==> src/rtl/fft_sequencer.sv <==
// fft_sequencer: address/control sequencer for a radix-2 in-place FFT with ping-pong banks.
// Latency: load writes appear 1 cycle after sampling; butterfly writes trail their reads by BF_LAT cycles.
// Backpressure: enable=0 freezes all state and forces rd_en/wr_en low; loads outside IDLE are ignored.
//
// Ports: clk/reset (async active-low), enable, go, mem0_load/mem1_load in;
//        rd_* (butterfly read), tw_idx, wr_* (load or write-back), stage, busy, done, res_bank out.
// Build option: define FFT_BITREV_LOAD_EN to bit-reverse load addresses (natural-order input).
module fft_sequencer #(
  parameter int N      = 8,
  parameter int BF_LAT = 2,
  localparam int AW    = $clog2(N),
  localparam int S     = AW,
  localparam int TW_W  = AW - 1,
  localparam int SW    = (S > 2) ? $clog2(S) : 1
) (
  input  logic            clk,
  input  logic            reset,
  input  logic            enable,
  input  logic            go,
  input  logic            mem0_load,
  input  logic            mem1_load,
  output logic            rd_en,
  output logic            rd_bank,
  output logic [AW-1:0]   rd_addr_a,
  output logic [AW-1:0]   rd_addr_b,
  output logic [TW_W-1:0] tw_idx,
  output logic            wr_en,
  output logic            wr_bank,
  output logic [AW-1:0]   wr_addr_a,
  output logic [AW-1:0]   wr_addr_b,
  output logic [SW-1:0]   stage,
  output logic            busy,
  output logic            done,
  output logic            res_bank
);

  localparam int HALF      = N / 2;
  localparam int STAGE_LEN = HALF + BF_LAT;      // issue slots plus drain slots
  localparam int CW        = $clog2(STAGE_LEN + 1);

  typedef enum logic [1:0] {IDLE, RUN, DONE} state_t;

  // One in-flight butterfly on its way to write-back.
  typedef struct packed {
    logic          vld;
    logic          bank;
    logic [AW-1:0] a;
    logic [AW-1:0] b;
  } wb_t;

  state_t        state, state_nxt;
  logic [CW-1:0] cnt;
  logic [SW-1:0] s;
  logic [AW-1:0] k;
  wb_t           pipe [BF_LAT];

  logic            load_any, last_stage, issue, stage_end, run_end;
  logic [AW-1:0]   b_ext, span_mask, pos, grp, bf_a, bf_b;
  logic [TW_W-1:0] bf_tw;

  logic            rd_en_d, rd_bank_d, wr_en_d, wr_bank_d, busy_d, done_d;
  logic [AW-1:0]   rd_addr_a_d, rd_addr_b_d, wr_addr_a_d, wr_addr_b_d;
  logic [TW_W-1:0] tw_idx_d;

  assign res_bank = 1'(S % 2);
  assign stage    = s;

  function automatic logic [AW-1:0] map_addr(input logic [AW-1:0] x);
`ifdef FFT_BITREV_LOAD_EN
    for (int i = 0; i < AW; i++) map_addr[i] = x[AW-1-i];
`else
    map_addr = x;
`endif
  endfunction

  assign load_any   = mem0_load | mem1_load;
  assign last_stage = (s == SW'(S - 1));
  assign issue      = (state == RUN) && (cnt < CW'(HALF));
  assign stage_end  = (cnt == CW'(STAGE_LEN - 1)) && !last_stage;
  // The final stage runs one slot longer so DONE is entered after its last write lands.
  assign run_end    = last_stage && (cnt == CW'(STAGE_LEN));

  // Butterfly addressing: rd_addr_a = (b div span)*2*span + pos, span = 2^s.
  always_comb begin
    b_ext     = {1'b0, cnt[AW-2:0]};
    span_mask = (AW'(1) << s) - AW'(1);
    pos       = b_ext & span_mask;
    grp       = b_ext >> s;
    bf_a      = (grp << (int'(s) + 1)) | pos;
    bf_b      = bf_a | (AW'(1) << s);
    bf_tw     = TW_W'(pos << (S - 1 - int'(s)));
  end

  // FSM: state register
  always_ff @(posedge clk or negedge reset) begin
    if (!reset)      state <= IDLE;
    else if (enable) state <= state_nxt;
  end

  // FSM: next state
  always_comb begin
    state_nxt = state;
    case (state)
      IDLE:    if (go && !load_any) state_nxt = RUN;
      RUN:     if (run_end)         state_nxt = DONE;
      DONE:    if (!go)             state_nxt = IDLE;
      default:                      state_nxt = IDLE;
    endcase
  end

  // FSM: output next-values (registered below)
  always_comb begin
    rd_en_d     = 1'b0;
    rd_bank_d   = rd_bank;
    rd_addr_a_d = rd_addr_a;
    rd_addr_b_d = rd_addr_b;
    tw_idx_d    = tw_idx;
    wr_en_d     = 1'b0;
    wr_bank_d   = wr_bank;
    wr_addr_a_d = wr_addr_a;
    wr_addr_b_d = wr_addr_b;
    busy_d      = busy;
    done_d      = done;
    if (enable) begin
      busy_d = (state_nxt == RUN);
      done_d = (state_nxt == DONE);
      if (state == IDLE && load_any) begin
        wr_en_d     = 1'b1;
        wr_bank_d   = !mem0_load;          // mem0 wins when both are high
        wr_addr_a_d = map_addr(k);
        wr_addr_b_d = map_addr(k | AW'(1)); // k is always even
      end else if (pipe[BF_LAT-1].vld) begin
        wr_en_d     = 1'b1;
        wr_bank_d   = pipe[BF_LAT-1].bank;
        wr_addr_a_d = pipe[BF_LAT-1].a;
        wr_addr_b_d = pipe[BF_LAT-1].b;
      end
      if (issue) begin
        rd_en_d     = 1'b1;
        rd_bank_d   = s[0];
        rd_addr_a_d = bf_a;
        rd_addr_b_d = bf_b;
        tw_idx_d    = bf_tw;
      end
    end
  end

  always_ff @(posedge clk or negedge reset) begin
    if (!reset) begin
      rd_en     <= 1'b0;
      rd_bank   <= 1'b0;
      rd_addr_a <= '0;
      rd_addr_b <= '0;
      tw_idx    <= '0;
      wr_en     <= 1'b0;
      wr_bank   <= 1'b0;
      wr_addr_a <= '0;
      wr_addr_b <= '0;
      busy      <= 1'b0;
      done      <= 1'b0;
    end else begin
      rd_en     <= rd_en_d;
      rd_bank   <= rd_bank_d;
      rd_addr_a <= rd_addr_a_d;
      rd_addr_b <= rd_addr_b_d;
      tw_idx    <= tw_idx_d;
      wr_en     <= wr_en_d;
      wr_bank   <= wr_bank_d;
      wr_addr_a <= wr_addr_a_d;
      wr_addr_b <= wr_addr_b_d;
      busy      <= busy_d;
      done      <= done_d;
    end
  end

  // Counters: load index k, stage s, slot cnt within a stage.
  always_ff @(posedge clk or negedge reset) begin
    if (!reset) begin
      k   <= '0;
      s   <= '0;
      cnt <= '0;
    end else if (enable) begin
      case (state)
        IDLE: begin
          s   <= '0;
          cnt <= '0;
          k   <= load_any ? k + AW'(2) : '0;
        end
        RUN: begin
          if (stage_end) begin
            cnt <= '0;
            s   <= s + SW'(1);
          end else if (!run_end) begin
            cnt <= cnt + CW'(1);
          end
        end
        default: ;
      endcase
    end
  end

  // Write-back delay line; pipe[0] is loaded alongside the read outputs.
  always_ff @(posedge clk or negedge reset) begin
    if (!reset) begin
      for (int i = 0; i < BF_LAT; i++) pipe[i] <= '0;
    end else if (enable) begin
      pipe[0] <= '{vld: issue, bank: ~s[0], a: bf_a, b: bf_b};
      for (int i = 1; i < BF_LAT; i++) pipe[i] <= pipe[i-1];
    end
  end

endmodule

==> config.mk <==
export PLATFORM = sky130hd
export DESIGN_NAME = fft_sequencer
export DESIGN_NICKNAME = d
export VERILOG_FILES = /design/src/rtl/fft_sequencer.sv
export SDC_FILE = /design/constraint.sdc
export NUM_CORES = 1
export LEC_CHECK = 0
export BUFFER_PORTS_ARGS = -buffer_cell sky130_fd_sc_hd__buf_2
export CAP_MARGIN = 20
export CORE_ASPECT_RATIO = 1.5
export CORE_UTILIZATION = 51
export CTS_CLUSTER_SIZE = 16
export DETAILED_ROUTE_END_ITERATION = 10
export PLACE_DENSITY_LB_ADDON = 0.3
export SETUP_SLACK_MARGIN = 0.02
export SKIP_LAST_GASP = 1
export SLEW_MARGIN = 15
export SYNTH_ARGS = -nofsm -noshare
export SYNTH_HDL_FRONTEND = slang
export SYNTH_SLANG_ARGS = --single-unit
==> constraint.sdc <==
create_clock -name clk -period 1.6 [get_ports clk]
set_input_delay 0.08 -clock clk [delete_from_list [all_inputs] [get_ports clk]]
set_output_delay 0.08 -clock clk [all_outputs]
set_load 0.03 [all_outputs]
==> results.yml <==
detailed_routing:
  firstDrtPassIters: 4
  num_vias: 1549
  vias_per_cell: 5.29
  wl_per_cell_um: 13.8
  wirelength_um: 4050
  drt_first_iter_violations: 31
  drc_errors: 0
  ant_nets: 0
grt:
  grt_pass1_vias: 1481
  gr-total-overflow: 0
  grt_max_degree: 30
  antenna_found_initial: 0
  grt.total_usage_pct: 21.1
  grt_pass1_wl_um: 6670
timing:
  setup_violations: 0
  clock_skew_ns: 0.00614
  drv_slew: 0
  slew_headroom_pct: 66.6
  timing.fmax_mhz: 649
  layout_min_cycle_time_ns: 1.54
  rsz0062_at_grt: "yes"
  hold_slack_ns: 0.0663
  tightest_slew_ns: 0.496
  hold_viol: 0
  tns_ns: 0
  min_period_over_period_pct: 96.2
synthesis:
  synth_nets: 217
  synthCells: 203
  synthArstFlopShare_pct: 100
  synth_flop_cell: "dfrtp_1"
  synth_edf_count: 0
  synth.ff_latch_count: 45
  synth_cell_type_count: 41
  yosysWarnings: 0
  synth_area_per_cell_um2: 10.5
  seq_area_frac_synth_pct: 53.1
  synth_area_mm2: 0.00212
final_layout:
  n_antenna_cell: 0
  nets: 261
  final_util_pct: 65.2
  drive_gt1_share_pct: 29.8
  fin_area_mm2: 0.00258
  synthToLayoutAreaGrowth_pct: 21.7
clocking:
  cts.clk_slew.worst_paths_ns: 0.09
  cts_buffers: 5
  clk_latency_ns: 0.30
  cts_tree: "yes"
  cts_root_buf: "clkbuf_8"
  cts_max_path_buffers: 2
  cts.sinks: 45
  htree_levels: 2
die:
  start_util_pct: 53.6
  die_x_um: 54.7
  ios: 29
  core_area_mm2: 0.00396
  dieArea_mm2: 0.00443
  placementRows: 28
  die_h_um: 81
setup_path:
  rrSetupSlack_ns: 0.06
  critical_path.max_fanout: 3
  crit_path_end_kind: "register"
  critical_path_required_ns: 1.84
  crit_buf_inv: 1
  path_cells: "buf_4 -> ha_1 -> mux2_2 -> a21o_1 -> o21bai_1 -> a21o_1"
  critPathTopFamily: "compound AO/OA/AOI/OAI gates"
  worst_path_largest_cell_delay_ns: 0.41
  critPathKind: "reg -> reg"
  crit_arrival_ns: 1.78
  start_kind: "register"
  cp_common_cell: "a21o_1"
  critPathSlowestCell: "dfrtp_1"
power:
  power.leakage_uw: 0.00126
  peakVddDrop_v: 0.00139
  power.total_uw: 5430
  powerDensity_mw_per_mm2: 2100
placement:
  hpwl_um: 2850
  place_congestion: 0.879
  io_buffers: 27
  placed_cell_area_mm2: 0.00239
status:
  status: "completed"
run:
  max-cap-violations: 0
hold_path:
  hold_path_class: "in -> reg"
-- worst reg2reg max path: stages (launching register included) --
cell	delay, ns
dfrtp_1	0.41
buf_4	0.15
ha_1	0.20
mux2_2	0.26
a21o_1	0.20
o21bai_1	0.15
a21o_1	0.13
-- cells in the final DEF (no fill, tap or decap), types with 5 or more instances in the layout --
master    count
a21o_1        6
a21oi_1       9
buf_2        27
buf_4        16
clkbuf_8      5
dfrtp_1      43
ha_1          5
inv_1        13
mux2_2        9
nand2_1      23
nor2_1       11
o21ai_0      12
o21ai_1       8
o22ai_1       6
-- report_power, final --
group	internal [µW]	total [µW]	switching, µW
logic	1110	2620	1510
clock network	469	863	394
registers	1620	1940	328
-- per-stage QoR --
stage          worst slack, ns  instances
2_1_floorplan           0.0137        203
3_3_place_gp            0.0661        278
3_5_place_dp            0.0365        278
4_1_cts                 0.0331        289
5_1_grt                -0.0309        293
6_report                0.0602        293
-- synth_stat cells (2+ instances only) --
cell / number / area [µm²]
dfrtp_1: 45 / 1130
nand2_1: 23 / 86.3
inv_1: 15 / 56.3
o21ai_0: 12 / 60.1
nor2_1: 11 / 41.3
a21oi_1: 9 / 45.0
mux2_2: 9 / 101
ha_1: 8 / 100
o21ai_1: 8 / 40.0
a21o_1: 6 / 45.0
o22ai_1: 6 / 37.5
a2bb2oi_1: 4 / 35.0
buf_4: 4 / 30.0
nand2b_1: 4 / 25.0
nand3_1: 4 / 20.0
nor3_1: 4 / 20.0
clkbuf_1: 3 / 11.3
and4_1: 2 / 17.5
mux2i_1: 2 / 20.0
nand3b_1: 2 / 15.0
xnor2_1: 2 / 17.5
-- sequential cells by signal, summed over array words and instances (netlist names) --
| signal | count |
|---|---|
| busy | 1 |
| cnt | 3 |
| done | 1 |
| k | 2 |
| pipe | 16 |
| rd_addr_a | 3 |
| rd_addr_b | 3 |
| rd_bank | 1 |
| rd_en | 1 |
| stage | 2 |
| state | 2 |
| tw_idx | 2 |
| wr_addr_a | 3 |
| wr_addr_b | 3 |
| wr_bank | 1 |
| wr_en | 1 |
-- cell type report --
class	count	area, µm²
clock inverter	2	38.8
multi-input combinational	134	922
clock buffer	6	72.6
sequential	45	1130
fill	317	1380
timing repair buffer	46	305
inverter	15	58.8
tap	45	56.3
-- per-layer routing --
metal	global-route usage, %	part of all wire [%]	wire [µm]	vias up
li1	-	-	-	787
met1	26.6	45	1830	725
met2	32.2	49	1990	28
met3	5.06	3.2	130	9
met4	12.1	2.4	98	0
met5	0	0	0	-
-- kinds of logic after synthesis --
logic type,Yosys count,synth area share [%]
muxes,11,5.72
other,1,0.177
and+or+nand+nor,57,13.7
xor gates and xnor gates,2,0.826
adders and majority gates,8,4.72
AOI/OAI and AO/OA,55,16.4
DFF,45,53.1
buffers and inverters,24,5.37
-- timing repair --
item	4_1_cts	5_1_grt
hold buffers	1	0
setup buffers	2	4
endpoints found under the setup margin	1	11
pin swaps	0	2
hold endpoints to repair	20	0
resized for setup	0	4
-- final timing paths --
check	to	startpoint	depth (start not counted)
max	cnt[2]	cnt[0]	6
min reg2reg	tw_idx[0]	tw_idx[0]	2
max in group asynchronous	stage[0]	reset	3
min	state[0]	go	3
max reg2reg	cnt[2]	cnt[0]	6
min in group asynchronous	pipe[1]	reset	2
Note: power is estimated with default switching activity, not from simulation.
